--- src/rtl/mem_requester.sv ---
// CPU-side memory requester: turns one CPU request into one or two memoryModule
// accesses (optional pointer fetch, then the data access), with a per-wait watchdog.
module mem_requester (
    input  logic       clk,
    input  logic       clrN,
    input  logic       reqValid,
    input  logic       reqWrite,
    input  logic       reqIndirect,
    input  logic [7:0] reqAddr,
    input  logic [7:0] reqData,
    output logic       reqBusy,
    output logic       rspValid,
    output logic [7:0] rspData,
    output logic       errTimeout,
    output logic       memStart,
    output logic [1:0] memCntrl,
    output logic [7:0] memAddr,
    output logic [7:0] memDataIn,
    output logic       memIsIndirect,
    input  logic [7:0] memDataOut,
    input  logic       memDataReady
);

    typedef enum logic [2:0] {
        IDLE,
        PTR_REQ,
        PTR_WAIT,
        ACC_REQ,
        ACC_WAIT,
        DONE,
        ERR
    } state_t;

    // The watchdog trips on the WAIT cycle that would bring the count to 255.
    localparam logic [7:0] WDOG_LAST = 8'd254;

    state_t     state_q, state_d;
    logic       write_q, write_d;
    logic       indirect_q, indirect_d;
    logic       errTimeout_q, errTimeout_d;
    logic [7:0] addr_q, addr_d;
    logic [7:0] data_q, data_d;
    logic [7:0] effAddr_q, effAddr_d;
    logic [7:0] wdog_q, wdog_d;
    logic [7:0] rspData_q, rspData_d;

    always_ff @(posedge clk or negedge clrN) begin
        if (!clrN) begin
            state_q      <= IDLE;
            write_q      <= 1'b0;
            indirect_q   <= 1'b0;
            errTimeout_q <= 1'b0;
            addr_q       <= 8'h00;
            data_q       <= 8'h00;
            effAddr_q    <= 8'h00;
            wdog_q       <= 8'h00;
            rspData_q    <= 8'h00;
        end else begin
            state_q      <= state_d;
            write_q      <= write_d;
            indirect_q   <= indirect_d;
            errTimeout_q <= errTimeout_d;
            addr_q       <= addr_d;
            data_q       <= data_d;
            effAddr_q    <= effAddr_d;
            wdog_q       <= wdog_d;
            rspData_q    <= rspData_d;
        end
    end

    // Bus fields come from state plus captured request, so they stay put from REQ through WAIT.
    always_comb begin
        state_d       = state_q;
        write_d       = write_q;
        indirect_d    = indirect_q;
        errTimeout_d  = errTimeout_q;
        addr_d        = addr_q;
        data_d        = data_q;
        effAddr_d     = effAddr_q;
        wdog_d        = 8'h00;
        rspData_d     = rspData_q;
        rspValid      = 1'b0;
        memStart      = 1'b0;
        memCntrl      = 2'b00;
        memAddr       = 8'h00;
        memDataIn     = 8'h00;
        memIsIndirect = 1'b0;

        case (state_q)
            IDLE: begin
                if (reqValid) begin
                    write_d      = reqWrite;
                    indirect_d   = reqIndirect;
                    addr_d       = reqAddr;
                    data_d       = reqData;
                    errTimeout_d = 1'b0;
                    state_d      = reqIndirect ? PTR_REQ : ACC_REQ;
                end
            end
            PTR_REQ, PTR_WAIT: begin
                memStart      = (state_q == PTR_REQ);
                memCntrl      = 2'b01;
                memAddr       = addr_q;
                memIsIndirect = 1'b1;
                if (state_q == PTR_REQ) begin
                    state_d = PTR_WAIT;
                end else if (memDataReady) begin
                    effAddr_d = memDataOut;
                    state_d   = ACC_REQ;
                end else begin
                    wdog_d = wdog_q + 8'd1;
                    if (wdog_q == WDOG_LAST) begin
                        errTimeout_d = 1'b1;
                        state_d      = ERR;
                    end
                end
            end
            ACC_REQ, ACC_WAIT: begin
                memStart  = (state_q == ACC_REQ);
                memCntrl  = write_q ? 2'b10 : 2'b01;
                memAddr   = indirect_q ? effAddr_q : addr_q;
                memDataIn = write_q ? data_q : 8'h00;
                if (state_q == ACC_REQ) begin
                    state_d = ACC_WAIT;
                end else if (memDataReady) begin
                    if (!write_q) begin
                        rspData_d = memDataOut;
                    end
                    state_d = DONE;
                end else begin
                    wdog_d = wdog_q + 8'd1;
                    if (wdog_q == WDOG_LAST) begin
                        errTimeout_d = 1'b1;
                        state_d      = ERR;
                    end
                end
            end
            DONE: begin
                rspValid = 1'b1;
                state_d  = IDLE;
            end
            ERR: begin
                state_d = IDLE;
            end
            default: begin
                state_d = IDLE;
            end
        endcase
    end

    assign reqBusy    = (state_q != IDLE);
    assign rspData    = rspData_q;
    assign errTimeout = errTimeout_q;

endmodule

--- config.mk ---
export PLATFORM = sky130hd
export DESIGN_NAME = mem_requester
export DESIGN_NICKNAME = d
export VERILOG_FILES = /design/src/rtl/mem_requester.sv
export SDC_FILE = /design/constraint.sdc
export NUM_CORES = 1
export LEC_CHECK = 0
export CAP_MARGIN = 5
export CORE_AREA = 2 2 79 81
export CTS_CLUSTER_SIZE = 28
export DETAILED_ROUTE_END_ITERATION = 10
export DIE_AREA = 0 0 81 83
export GPL_ROUTABILITY_DRIVEN = 0
export PLACE_DENSITY = 0.74
export RECOVER_POWER = 50
export SLEW_MARGIN = 20
export SYNTH_ARGS = -nofsm -noshare
export SYNTH_HDL_FRONTEND = slang
export SYNTH_SLANG_ARGS = --single-unit
export TNS_END_PERCENT = 5
--- constraint.sdc ---
create_clock -name clk -period 2.1 [get_ports clk]
set_input_delay 0.21 -clock clk [delete_from_list [all_inputs] [get_ports clk]]
set_output_delay 0.21 -clock clk [all_outputs]
set_load 0.03 [all_outputs]
==> summary.md <==
| Metric | Value |
|---|---|
| Total global-route track usage | 16.08% |
| Final Hold Fails | 0 |
| Iter 0 DRT Violations | 86 |
| Worst reg2reg endpoint | rspData[7] |
| Htree depth | 2 |
| Core area | 0.005816 mm² |
| CP Capture Type | output pin |
| Hold path startpoint | wdog_q[0] |
| Synth warn | 0 |
| CTS clock-pin slew for the worst setup and hold paths | 0.08 ns |
| Worst path required time | 1.89 ns |
| Die Width | 81 µm |
| Synthesized instance count | 212 |
| Worst hold path type | register to register |
| Total gr overflow | 0 |
| Slowest cell on crit path | dfrtp_2 |
| Final min period | 1.969 ns |
| Final wirelength | 5239 µm |
| CTS Buf Count | 5 |
| CP arrival | 1.76 ns |
| WHS Path Cells | 1 |
| Final Max Tran Viols | 0 |
| Max-Cap Viols | 0 |
| Worst reg2reg startpoint | state_q[1] |
| Worst skew pair latency | 0.30 ns |
| Ports | 61 |
| Slew margin rel. | 20.39% |
| Final setup TNS | 0 ns |
| IO Port Bufs | 60 |
| Synth Cell Area | 0.002416 mm² |
| Final Util | 55.29% |
| Seq/Total Area, Yosys | 47.64% |
| Largest net degree at the start of global routing | 26 |
| Worst-path fanout max | 22 |
| ANT nets after route | 0 |
| Unique masters post-synth | 38 |
| Chain of cells forming the critical path | buf_6 -> and3b_1 -> o21a_2 -> and2_1 -> buf_4 |
| Total Nets Final | 310 |
| Share of cells above drive strength 1 | 29.86% |
| Clk_skew | 0.006895 ns |
| Initial antenna violation count | 0 |
| Fmax | 508.0 MHz |
| Worst Tran Pin Value | 1.194 ns |
| Bufs and invs on worst path | 2 |
| Clock Tree Root | clkbuf_8 |
| N_diodes | 0 |
| Remaining DRCs | 0 |
| Most frequent cells in the layout | dfrtp_1 (44), mux2_2 (34), clkdlybuf4s50_1 (28) |
| Global-route wire length before repair | 8507 µm |
| CP Launch Point | state_q[1] |
| Worst Hold End | wdog_q[0] |
| Unrepaired setup endpoints after global routing | no |
| Vias in the first global route | 1,769 |
| CTS max path bufs | 2 |
| PD cells | 1502 mW/mm² |
| Vias/cell | 5.153 |
| Leak | 1.427 nW |
| Net count after synthesis | 244 |
| Run status | finished clean |
| Cell family with most CP delay | flip-flops |
| DR vias | 1,819 |
| Area Growth Syn to Fin | 33.09% |
| Most common library cell in the layout ignoring fill and taps | dfrtp_1 |
| CTS tree | yes |
| Post-CTS Setup Inserts | 0 |
| First drt pass iteration count | 4 |
| Crit path largest cell delay | 0.46 ns |
| VDD IR max | 0.6514 mV |
| Setup violators final | 0 |
| Die area | 0.006723 mm² |
| Setup CP Type | register to output pin |
| # clock sinks | 46 |
| Reg2reg path depth | 3 |
| Starting density of the core | 41.54% |
| Die height | 83 µm |
| Dpl hpwl | 3859 µm |
| Reg2reg setup slack | 0.21 ns |
| Seq cells post-synth | 46 |
| Post-Syn Area per Cell | 11.40 µm² |
| Drt wl/cell | 14.84 µm |
| Fin crit share | 93.74% |
| Row Count | 28 |
| Setup crit start kind | register |
==> cell families (layout without fill, tap and decap cells) <==
logic type	Yosys count	after routing	share of synthesized area (%)
compound gates	32	32	8.960
simple gates	69	69	16.42
buf+inv	16	82	3.262
mux	43	43	21.23
flops	46	46	47.64
xor+xnor	4	4	1.450
fa+ha+maj	2	2	1.036
==> registers in the layout, indices dropped and copies added, names as in the netlist, 3 cells and up <==
register / flops
rspData: 8
state_q: 3
effAddr_q: 8
data_q: 8
addr_q: 8
wdog_q: 8
==> synthesized netlist by cell type <==
master	instances	area share [%]
dfrtp_1	46	48
mux2_2	34	16
nand2_1	12	1.9
nor2b_1	11	2.8
nand2b_1	10	2.6
nor2_1	10	1.6
and2_1	9	2.3
a31oi_1	8	2.1
mux2_4	8	5.0
o221ai_1	8	2.9
o21ai_0	6	1.2
inv_1	5	0.78
nand3_1	5	1.0
clkbuf_1	4	0.62
a21oi_1	3	0.62
buf_2	3	0.62
or3_1	3	0.78
a2bb2oi_1	2	0.73
buf_1	2	0.31
buf_6	2	0.93
ha_1	2	1.0
xnor2_1	2	0.73
xor2_1	2	0.73
a22oi_1	1	0.31
and3b_1	1	0.36
mux2i_1	1	0.41
nand4_1	1	0.26
nor2_4	1	0.47
nor3_2	1	0.41
nor3b_2	1	0.52
o21a_1	1	0.31
o21ai_1	1	0.21
o22ai_1	1	0.26
o31ai_1	1	0.31
or2_1	1	0.26
or2_2	1	0.26
or3_4	1	0.47
or4b_1	1	0.41
==> worst max-delay path by stage <==
stage / end / slack (ns) / depth (start not counted)
2_1_floorplan: memCntrl[0] / 0.11 / 5
3_3_place_gp: rspData[6] / 0.22 / 3
3_5_place_dp: rspData[1] / 0.19 / 3
4_1_cts: reqBusy / 0.001 / 3
5_1_grt: state_q[1] / 0.02 / 3
6_report: memDataIn[3] / 0.13 / 5
==> routing by layer <==
metal | up-vias | track usage (%) | wire [µm]
li1 | 882 | - | -
met1 | 879 | 21.72 | 2438
met2 | 52 | 25.47 | 2435
met3 | 6 | 4.239 | 304
met4 | 0 | 4.160 | 60
met5 | - | 0 | 0
==> final cells by class <==
cell class              count  area (µm²)
flip-flops and latches     46        1154
inverters                   5       18.77
fillers                   547        2600
clock inverters             1       30.03
repair buffers             70       649.4
multi-input cells         150        1187
clock buffers               6       82.58
well taps                  75       93.84
==> through the flow <==
| stage | hold WS [ns] | setup slack [ns] | power (W) | cell area (µm²) | cells |
|---|---|---|---|---|---|
| 5_1_grt | 0.5096 | 0.01527 | 0.005138 | 3216 | 353 |
| 6_report | 0.4928 | 0.1315 | 0.004831 | 3216 | 353 |
| 3_3_place_gp | 0.2162 | 0.2180 | 0.004157 | 3093 | 345 |
| 2_1_floorplan | -0.08559 | 0.1120 | 0.003318 | 2416 | 212 |
| 3_5_place_dp | 0.2134 | 0.1949 | 0.004226 | 3093 | 345 |
| 4_1_cts | 0.4229 | 0.001191 | 0.004910 | 3217 | 353 |
==> report_power, final <==
part	switching (W)	internal, W
logic	0.00134	0.00125
clock network	0.000284	0.000381
registers	0.000320	0.00126
==> what timing repair did <==
action                     4_1_cts  5_1_grt
hold buffers                     1        0
hold endpoints to repair        21        0
setup endpoints to repair        8       20
gates cloned                     0        0
gates resized for setup          1        7
Note: power is estimated with default switching activity, not from simulation.
